===== src/rtl/attr_port_ctrl.sv =====
// attr_port_ctrl: host register controller for the VGA attribute block.
// Handles the 0x3C0 index/data flip-flop, readback on 0x3C0/0x3C1, the
// flip-flop reset from a 0x3DA read, and decodes attribute registers
// 0x00-0x14 into palette write strobes and static datapath configuration.
// Optional feature: define ATTR_PAL_READBACK_EN to keep a 16x6 shadow copy
// of the palette so that 0x3C1 reads of indices 0x00-0x0F return real data.
module attr_port_ctrl (
  input  logic       clock_i,
  input  logic       reset_i,
  input  logic       wr_3c0_i,
  input  logic       rd_3c0_i,
  input  logic       rd_3c1_i,
  input  logic       rd_3da_i,
  input  logic [7:0] wr_data_i,
  output logic [7:0] rd_data_o,
  output logic       rd_valid_o,
  output logic       ff_data_o,
  output logic       pas_o,
  output logic       pal_write_o,
  output logic [3:0] pal_addr_o,
  output logic [5:0] pal_data_o,
  output logic       textmode_o,
  output logic       monotext_o,
  output logic       linechr_mode_o,
  output logic       textblink_o,
  output logic       splitpanning_o,
  output logic       colour256_o,
  output logic       coloursel4_o,
  output logic [7:0] overscan_clr_o,
  output logic [3:0] plane_en_o,
  output logic [1:0] status_sel_o,
  output logic [3:0] horiz_pan_o,
  output logic [3:0] coloursel_o
);

  typedef enum logic {
    ST_ADDR = 1'b0,
    ST_DATA = 1'b1
  } ff_state_e;

  ff_state_e  state_q, state_d;
  logic [4:0] index_q, index_d;
  logic       pas_q, pas_d;

  // Mode register is kept with bit 4 forced to zero so readback shows
  // unused bits as 0 without an extra mask on the read path.
  logic [7:0] mode_q, mode_d;
  logic [7:0] overscan_q, overscan_d;
  logic [3:0] plane_en_q, plane_en_d;
  logic [1:0] status_sel_q, status_sel_d;
  logic [3:0] horiz_pan_q, horiz_pan_d;
  logic [3:0] coloursel_q, coloursel_d;

  logic       pal_write_q, pal_write_d;
  logic [3:0] pal_addr_q, pal_addr_d;
  logic [5:0] pal_data_q, pal_data_d;

  logic [7:0] rd_data_q, rd_data_d;
  logic       rd_valid_q, rd_valid_d;

  logic [7:0] reg_rd_val;
  logic       data_wr;
  logic       pal_wr_ok;

  // A 0x3C0 write in DATA state targets the register selected by index_q.
  assign data_wr   = wr_3c0_i && (state_q == ST_DATA);
  // Palette writes are dropped while the display owns the palette (pas=1).
  assign pal_wr_ok = data_wr && !index_q[4] && !pas_q;

`ifdef ATTR_PAL_READBACK_EN
  logic [5:0] shadow_q [16];
  logic [5:0] shadow_d [16];

  // Shadow palette next value: mirror every accepted palette write.
  always_comb begin
    for (int i = 0; i < 16; i++) begin
      shadow_d[i] = shadow_q[i];
    end
    if (pal_wr_ok) begin
      shadow_d[index_q[3:0]] = wr_data_i[5:0];
    end
  end

  // Shadow palette storage, cleared on reset.
  always_ff @(posedge clock_i or posedge reset_i) begin
    if (reset_i) begin
      for (int i = 0; i < 16; i++) begin
        shadow_q[i] <= 6'h00;
      end
    end else begin
      for (int i = 0; i < 16; i++) begin
        shadow_q[i] <= shadow_d[i];
      end
    end
  end
`endif

  // Flip-flop next state: index writes go to DATA, data writes return to
  // ADDR, and a 0x3DA read overrides the result back to ADDR.
  always_comb begin
    state_d = state_q;
    index_d = index_q;
    pas_d   = pas_q;
    if (wr_3c0_i) begin
      if (state_q == ST_ADDR) begin
        index_d = wr_data_i[4:0];
        pas_d   = wr_data_i[5];
        state_d = ST_DATA;
      end else begin
        state_d = ST_ADDR;
      end
    end
    if (rd_3da_i) begin
      state_d = ST_ADDR;
    end
  end

  // Flip-flop state register.
  always_ff @(posedge clock_i or posedge reset_i) begin
    if (reset_i) begin
      state_q <= ST_ADDR;
      index_q <= 5'h00;
      pas_q   <= 1'b0;
    end else begin
      state_q <= state_d;
      index_q <= index_d;
      pas_q   <= pas_d;
    end
  end

  // Configuration register decode for indices 0x10-0x14; others ignored.
  always_comb begin
    mode_d       = mode_q;
    overscan_d   = overscan_q;
    plane_en_d   = plane_en_q;
    status_sel_d = status_sel_q;
    horiz_pan_d  = horiz_pan_q;
    coloursel_d  = coloursel_q;
    if (data_wr) begin
      case (index_q)
        5'h10: mode_d = wr_data_i & 8'hEF;
        5'h11: overscan_d = wr_data_i;
        5'h12: begin
          plane_en_d   = wr_data_i[3:0];
          status_sel_d = wr_data_i[5:4];
        end
        5'h13: horiz_pan_d = wr_data_i[3:0];
        5'h14: coloursel_d = wr_data_i[3:0];
        default: ;
      endcase
    end
  end

  // Configuration registers.
  always_ff @(posedge clock_i or posedge reset_i) begin
    if (reset_i) begin
      mode_q       <= 8'h00;
      overscan_q   <= 8'h00;
      plane_en_q   <= 4'hF;
      status_sel_q <= 2'b00;
      horiz_pan_q  <= 4'h0;
      coloursel_q  <= 4'h0;
    end else begin
      mode_q       <= mode_d;
      overscan_q   <= overscan_d;
      plane_en_q   <= plane_en_d;
      status_sel_q <= status_sel_d;
      horiz_pan_q  <= horiz_pan_d;
      coloursel_q  <= coloursel_d;
    end
  end

  // Palette write port: one-cycle strobe, address/data held between writes.
  always_comb begin
    pal_write_d = 1'b0;
    pal_addr_d  = pal_addr_q;
    pal_data_d  = pal_data_q;
    if (pal_wr_ok) begin
      pal_write_d = 1'b1;
      pal_addr_d  = index_q[3:0];
      pal_data_d  = wr_data_i[5:0];
    end
  end

  // Palette write port registers.
  always_ff @(posedge clock_i or posedge reset_i) begin
    if (reset_i) begin
      pal_write_q <= 1'b0;
      pal_addr_q  <= 4'h0;
      pal_data_q  <= 6'h00;
    end else begin
      pal_write_q <= pal_write_d;
      pal_addr_q  <= pal_addr_d;
      pal_data_q  <= pal_data_d;
    end
  end

  // Register readback mux, built from pre-write register contents.
  always_comb begin
    reg_rd_val = 8'h00;
    case (index_q)
      5'h10: reg_rd_val = mode_q;
      5'h11: reg_rd_val = overscan_q;
      5'h12: reg_rd_val = {2'b00, status_sel_q, plane_en_q};
      5'h13: reg_rd_val = {4'h0, horiz_pan_q};
      5'h14: reg_rd_val = {4'h0, coloursel_q};
      default: begin
`ifdef ATTR_PAL_READBACK_EN
        if (!index_q[4]) begin
          reg_rd_val = {2'b00, shadow_q[index_q[3:0]]};
        end
`endif
      end
    endcase
  end

  // Read response: 0x3C1 has priority over 0x3C0; data holds between reads.
  always_comb begin
    rd_data_d  = rd_data_q;
    rd_valid_d = rd_3c0_i || rd_3c1_i;
    if (rd_3c1_i) begin
      rd_data_d = reg_rd_val;
    end else if (rd_3c0_i) begin
      rd_data_d = {2'b00, pas_q, index_q};
    end
  end

  // Read response registers.
  always_ff @(posedge clock_i or posedge reset_i) begin
    if (reset_i) begin
      rd_data_q  <= 8'h00;
      rd_valid_q <= 1'b0;
    end else begin
      rd_data_q  <= rd_data_d;
      rd_valid_q <= rd_valid_d;
    end
  end

  assign rd_data_o      = rd_data_q;
  assign rd_valid_o     = rd_valid_q;
  assign ff_data_o      = (state_q == ST_DATA);
  assign pas_o          = pas_q;
  assign pal_write_o    = pal_write_q;
  assign pal_addr_o     = pal_addr_q;
  assign pal_data_o     = pal_data_q;
  assign textmode_o     = ~mode_q[0];
  assign monotext_o     = mode_q[1];
  assign linechr_mode_o = mode_q[2];
  assign textblink_o    = mode_q[3];
  assign splitpanning_o = mode_q[5];
  assign colour256_o    = mode_q[6];
  assign coloursel4_o   = mode_q[7];
  assign overscan_clr_o = overscan_q;
  assign plane_en_o     = plane_en_q;
  assign status_sel_o   = status_sel_q;
  assign horiz_pan_o    = horiz_pan_q;
  assign coloursel_o    = coloursel_q;

endmodule


===== config.mk =====
export PLATFORM = sky130hd
export DESIGN_NAME = attr_port_ctrl
export DESIGN_NICKNAME = d
export VERILOG_FILES = /design/src/rtl/attr_port_ctrl.sv
export SDC_FILE = /design/constraint.sdc
export NUM_CORES = 1
export LEC_CHECK = 0
export BUFFER_PORTS_ARGS = -buffer_cell sky130_fd_sc_hd__buf_2
export CORE_ASPECT_RATIO = 1.75
export CORE_MARGIN = 2
export CORE_UTILIZATION = 47
export DETAILED_ROUTE_END_ITERATION = 8
export PLACE_DENSITY = 0.87
export SLEW_MARGIN = 20
export SYNTH_ARGS = -nofsm -noshare
export SYNTH_HDL_FRONTEND = slang
export SYNTH_SLANG_ARGS = --single-unit

===== constraint.sdc =====
create_clock -name clock_i -period 1.63 [get_ports clock_i]
set_input_delay 0.326 -clock clock_i [delete_from_list [all_inputs] [get_ports clock_i]]
set_output_delay 0.326 -clock clock_i [all_outputs]
set_load 0.02 [all_outputs]

== After elaboration in Yosys (flattened, before gate mapping) ==
Cells that the tools add are included.
Storage, ports and cells
  output and inout port bits: 51
  input port bits: 14
  flip-flop bits (word level): 56
  memories: 0
  memory bits (read-only): 0
  bits in writable memories: 0
  latch bits: 0
Operators by class
  reduce and logical (&&, ||, !) cells: 14
  multipliers: 0
  $add $sub $neg: 0
  bitwise logic cells: 2
  order comparisons: 0
  divide/modulo/power cells: 0
  shift operators: 0
  eq/ne operators: 5
  mux-type cells: 7
Operator list (count)
  $pmux W8 S5: 1
  $eq A5 B5 Y1 const B: 5
  $mux W8: 2
  $reduce_and A2 Y1: 6
  $mux W1: 4
  $reduce_bool A2 Y1: 2
  $logic_and A1 B1 Y1: 3
  $logic_not A1 Y1: 2
  $not A1 Y1: 2
  $logic_or A1 B1 Y1: 1

== Longest topological paths before layout ==
Gate-level depths: netlist of run 1.
  word-level depth: 4
  depth in mapped cells: 5
  gate-level depth less buffers: 3

== Least setup slack after synthesis of run 1 ==
No wires, ideal clock.
  kind: register to register
  from: register state_q (netlist: ff_data_o)
  to: register coloursel_q[0] (netlist: coloursel_o[0])
  arrival time: 1.565 ns
  stages on the path, launching flop included: 4
  path slack: -0.060 ns
  path through: dfrtp_1 nand4b_4 or4b_4 mux2_4
On the way
  word-level cells in the longest chain between the ends: 2
Ends and longest elaborated chain
  from (decl): line 41  | ff_state_e state_q, state_d;
  from (signal assigned): line 125  | state_q <= state_d;
  $logic_and A1 B1 Y1: line 66  | assign data_wr = wr_3c0_i && (state_q == ST_DATA);
  $reduce_and A2 Y1 (no line)
  to (signal assigned): line 169  | coloursel_q <= coloursel_d;
  to (decl): line 52  | logic [3:0] coloursel_q, coloursel_d;
Every way passes these cells.
A chain may end at the register's enable or synchronous reset.

== Worst setup path after layout of run 1 ==
  from: register index_q[3]
  to: register mode_q[0]
On the way
  word-level cells in the longest chain between the ends: 2
Ends and longest elaborated chain
  from (decl): line 42  | logic [4:0] index_q, index_d;
  from (signal assigned): line 126  | index_q <= index_d;
  $eq A5 B5 Y1: line 140  | case (index_q)
  $reduce_and A2 Y1 (no line)
  to (signal assigned): line 164  | mode_q <= mode_d;
  to (decl): line 47  | logic [7:0] mode_q, mode_d;
Every way passes these cells.

==> results.yml, run 1 <==
timing:
  relSlewSlack: 0.7467
  finalMaxSlewViolations: 0
  post-route-period-util: 0.9783
  hold_viol: 0
  fin_worst_hold_slack_ps: 63.80
  worstMarginPinSlew_ps: 380.0
  worst_slack_ps: 35.35
  skew_ps: 7.143
  min_period_ps: 1595
  setup_viol: 0
  fmax_mhz: 627.1
floorplanning:
  rows: 35
  fp.dieH_um: 101.0
  start_util: 0.4848
  die_x_um: 59.42
  ios: 65
  coreArea_mm2: 0.005211
  die_area_mm2: 0.006001
placed_design:
  dp_slack_ps: -5.094
  postPlaceCellArea_mm2: 0.003029
  hpwl_um: 4148
  gp_congestion: 0.8736
  port_buffers: 64
route:
  drt-total-wl_um: 5756
  ant_nets: 0
  vias: 1740
  drt_first_pass_iters: 4
  via_per_inst: 5.559
  drtIter0Drc: 54
  post_drt_wl_per_cell_um: 18.39
  drcViolationCount: 0
setup_path:
  critPathRequiredTime_ps: 1840
  path_class: "flip-flop to flip-flop"
  arrival_ps: 1800
  reg2reg_slack_ps: 40
  start_kind: "flip-flop"
  crit_fanout: 5
  end_kind: "flip-flop"
cells_and_area:
  fin_nets: 271
  layout_common_cells: "buf_2 (64), dfrtp_1 (49), mux2_2 (41)"
  utilization: 0.6120
  final_common_cell: "buf_2"
  num_antenna_cells: 0
  drive_gt1_frac: 0.5891
  design_area_mm2: 0.003189
  syn2layout_area_growth_pct: 26.25
clocking:
  cts_sinks: 56
  clk_pin_slew_ps: 100
  clk-insertion-delay-late_ps: 310
  clockBufferDepth: 2
  cts-htree-levels: 2
  cts_buffers: 5
  cts_tree: "built"
  cts-root-buf: "clkbuf_8"
logic_synthesis:
  ys_seq_elements: 56
  ys_warn_count: 0
  synth_cell_types: 29
  synth-seq-area-share: 0.5567
  netlist_area_mm2: 0.002526
  syn_nets: 192
  syn_inst: 178
  avgSynthCellArea_um2: 14.19
power:
  powerDensity_mw_per_mm2: 1255
  vdd_drop_max_v: 0.0006720
  power_leakage_nw: 1.645
worst_hold_path:
  min_path_type: "input pin to async pin"
global_routing:
  overflow: 0
  track_usage: 0.2055
  grt_pass1_wl_um: 9108
  antenna_found_initial: 0
  grt_start_max_net_pins: 57
  grt_pass1_vias: 1767
flow_run:
  max-cap-violations: 0
run_status:
  status: "complete, no violations"
## per-layer routing
layer / share of wire / vias to the layer above / track usage / wire length [um]
met5: 0 / - / 0 / 0
met2: 0.55 / 41 / 0.3457 / 3142
met1: 0.40 / 880 / 0.2515 / 2309
met4: 0.017 / 0 / 0.09266 / 99
li1: - / 812 / - / -
met3: 0.036 / 7 / 0.03338 / 205
## path summary, 6_finish.rpt
check                              start       endpoint  cells after the start
setup / recovery              index_q[3]      mode_q[0]                      5
hold / removal                   reset_i  pal_data_o[5]                      3
setup reg to reg              index_q[3]      mode_q[0]                      5
hold reg to reg            pal_data_o[0]  pal_data_o[0]                      1
max in group asynchronous        reset_i  plane_en_o[2]                      3
min in group clock_i            rd_3da_i      ff_data_o                      2
## flip-flops by register name (all words and copies together), names as in the netlist, 2 cells and up
register / cells
coloursel_o: 4
horiz_pan_o: 4
index_q: 5
mode_q: 7
overscan_clr_o: 8
pal_addr_o: 4
pal_data_o: 6
plane_en_o: 4
rd_data_o: 8
status_sel_o: 2
## metrics by stage
stage	setup TNS, ps	power, mW	std cells
finish	0	4.003	313
global route	-0.2189	4.185	313
CTS	0	4.024	313
detailed placement	-5.094	3.036	304
global placement	0	3.001	304
floorplan	0	2.598	178
## kinds of logic after synthesis
family	after synthesis	share of synthesized area
compound gates	16	0.04755
buf+inv	14	0.02328
flops	56	0.5567
mux	63	0.2793
simple gates	29	0.09311
## where the power goes
| part | total, mW | internal, mW | switching, mW | leakage (nW) |
|---|---|---|---|---|
| clock network | 0.983 | 0.542 | 0.441 | 0.0645 |
| registers | 1.85 | 1.66 | 0.193 | 0.716 |
| logic | 1.17 | 0.518 | 0.650 | 0.864 |
| total | 4.00 | 2.72 | 1.28 | 1.64 |
## synthesized netlist by cell type, drive strengths merged
cell	instances	share of area
nand2	5	0.0074
nor3	2	0.0040
nand3b	4	0.012
or4b	1	0.0054
nand2b	4	0.0099
nand4b	1	0.0094
nor2	4	0.0059
o21ai	1	0.0020
dfstp	4	0.042
a22o	2	0.0069
a211o	2	0.0069
a41o	1	0.0040
o32ai	1	0.0035
mux2	48	0.22
nor2b	2	0.0050
and3b	1	0.0035
o32a	1	0.0040
buf	5	0.0099
a21oi	3	0.0059
o22ai	3	0.0074
inv	4	0.0059
mux2i	15	0.059
a2bb2oi	2	0.0069
nor3b	1	0.0050
nor4	2	0.017
nand4bb	2	0.0089
dfrtp	52	0.52
clkbuf	5	0.0074
## critical path, cell delays in order, from the launching register on
cell and delay, ps:
dfrtp_1 390, nand4b_4 190, buf_6 160, nor4_4 230, buf_6 190, mux2_2 330
## layout make-up
| type | instances | area [um^2] |
|---|---|---|
| Timing Repair Buffer | 82 | 488.0 |
| Tap cell | 55 | 68.82 |
| Multi-Input combinational cell | 108 | 1077 |
| Clock inverter | 1 | 30.03 |
| Sequential cell | 56 | 1410 |
| Fill cell | 399 | 2022 |
| Inverter | 4 | 18.77 |
| Clock buffer | 7 | 96.34 |
## timing repair
action / 4_1_cts / 5_1_grt
hold buffers: 0 / 0
buffers inserted: 1 / 0
endpoints found under the setup margin: 6 / 11
gates cloned: 0 / 0
resized for setup: 2 / 6
No activity file was read; power rests on OpenSTA's default activity.
==> run 2: changes to the inputs <==
- CORE_ASPECT_RATIO: 1.75 -> 0.7
==> results.yml, run 2 (synthesis results as in run 1) <==
placed_design:
  gp_congestion: 0.8105
  hpwl_um: 4376
  dp.cells: 324
  port_buffers: 64
global_routing:
  grt_start_max_net_pins: 43
  grt_pass1_wl_um: 9715
  antenna_found_initial: 0
  grt_pass1_vias: 1916
  track_usage: 0.2119
  overflow: 0
flow_run:
  max-cap-violations: 0
timing:
  relSlewSlack: 0.7206
  skew_ps: 7.426
  finalMaxSlewViolations: 0
  worstMarginPinSlew_ps: 419.1
  min_period_ps: 1578
  fin_worst_hold_slack_ps: 157.4
  final.setup.tns_ps: 0
  setup_viol: 0
  hold_viol: 0
  fmax_mhz: 633.7
  post-route-period-util: 0.9682
  rsz0062_at_grt: "no"
route:
  post_drt_wl_per_cell_um: 17.61
  vias: 1785
  ant_nets: 0
  drt_first_pass_iters: 4
  drt-total-wl_um: 5918
  drtIter0Drc: 82
  via_per_inst: 5.313
  drcViolationCount: 0
floorplanning:
  start_util: 0.4856
  ios: 65
  die_x_um: 91.63
  fp.dieH_um: 65.34
  rows: 22
  die_area_mm2: 0.005987
  coreArea_mm2: 0.005202
clocking:
  cts-htree-levels: 2
  cts_sinks: 56
  cts-root-buf: "clkbuf_8"
  cts_buffers: 5
  cts_tree: "built"
  clk_pin_slew_ps: 100
  clockBufferDepth: 2
  clk-insertion-delay-late_ps: 300
setup_path:
  cp_cell_sequence: "nand4b_4 -> or4b_4 -> mux2_4"
  path_class: "flip-flop to flip-flop"
  crit_fanout: 4
  start_kind: "flip-flop"
  critPathRequiredTime_ps: 1830
  crit_slowest_cell: "or4b_4"
  crit_buf_inv: 0
  end_kind: "flip-flop"
  critPathMaxStageDelay_ps: 560
  path_delay_family: "simple AND/OR/NAND/NOR gates"
  arrival_ps: 1780
cells_and_area:
  nFillCells: 433
  ff_latch_area_mm2: 0.001410
  num_antenna_cells: 0
  final_common_cell: "buf_2"
  layout_common_cells: "buf_2 (64), dfrtp_1 (49), mux2_2 (44)"
  drive_gt1_frac: 0.5947
  fin_nets: 277
  multi_input_area_mm2: 0.001072
  syn2layout_area_growth_pct: 26.80
  final_cells: 336
worst_hold_path:
  min_path_type: "input pin to flip-flop"
power:
  vdd_drop_max_v: 0.0006784
  power_leakage_nw: 1.659
  powerDensity_mw_per_mm2: 1189
run_status:
  status: "complete, no violations"
-- run 2: worst paths after layout --
kind / start / end / slack, ps / cells after the start
max reg2reg: index_q[3] / coloursel_o[2] / 50 / 3
min: rd_3da_i / ff_data_o / 160 / 2
min in group asynchronous: reset_i / horiz_pan_o[0] / 530 / 3
max in group asynchronous: reset_i / plane_en_o[3] / 530 / 4
min reg2reg: pal_addr_o[0] / pal_addr_o[0] / 510 / 1
max: index_q[3] / coloursel_o[2] / 50 / 3
-- run 2: worst register-to-register path, cell delays in order, from the launching register on --
cell and delay, ps:
dfrtp_1 390, nand4b_4 200, or4b_4 560, mux2_4 320
-- run 2: layer usage --
layer | vias to the layer above | routed length, um | GRT usage
met4 | 0 | 40 | 0.04356
li1 | 818 | - | -
met2 | 73 | 2715 | 0.3392
met5 | - | 0 | 0
met1 | 888 | 2726 | 0.2878
met3 | 6 | 437 | 0.06537
-- run 2: timing repair --
| action | 4_1_cts | 5_1_grt |
|---|---|---|
| endpoints found under the hold margin | 11 | 0 |
| buffers inserted | 0 | 3 |
| hold buffers | 1 | 0 |
| gates resized for setup | 0 | 5 |
| setup endpoints to repair | 0 | 27 |
-- run 2: area by class of cell --
cell class,instances,share of cell area
inverter,4,0.005859
multi-input combinational,108,0.3348
clock buffer,6,0.02578
timing repair buffer,88,0.1621
sequential,56,0.4402
clock inverter,2,0.003125
tap,72,0.02813
-- run 2: metrics by stage --
stage               power [mW]  cell area (um^2)  setup WS (ps)  utilization
floorplan                2.598              2531          11.06            -
global placement         3.008              3060          47.38       0.5883
detailed placement       3.053              3060          14.96       0.5883
CTS                      3.824              3163          28.78       0.6080
global route             4.050              3203          1.763       0.6157
finish                   3.807              3203          51.90       0.6157
-- run 2: report_power, final --
part	switching [mW]	internal (mW)	total [mW]
Clock	0.430	0.340	0.770
Sequential	0.179	1.66	1.84
Combinational	0.673	0.526	1.20
Total	1.28	2.53	3.81
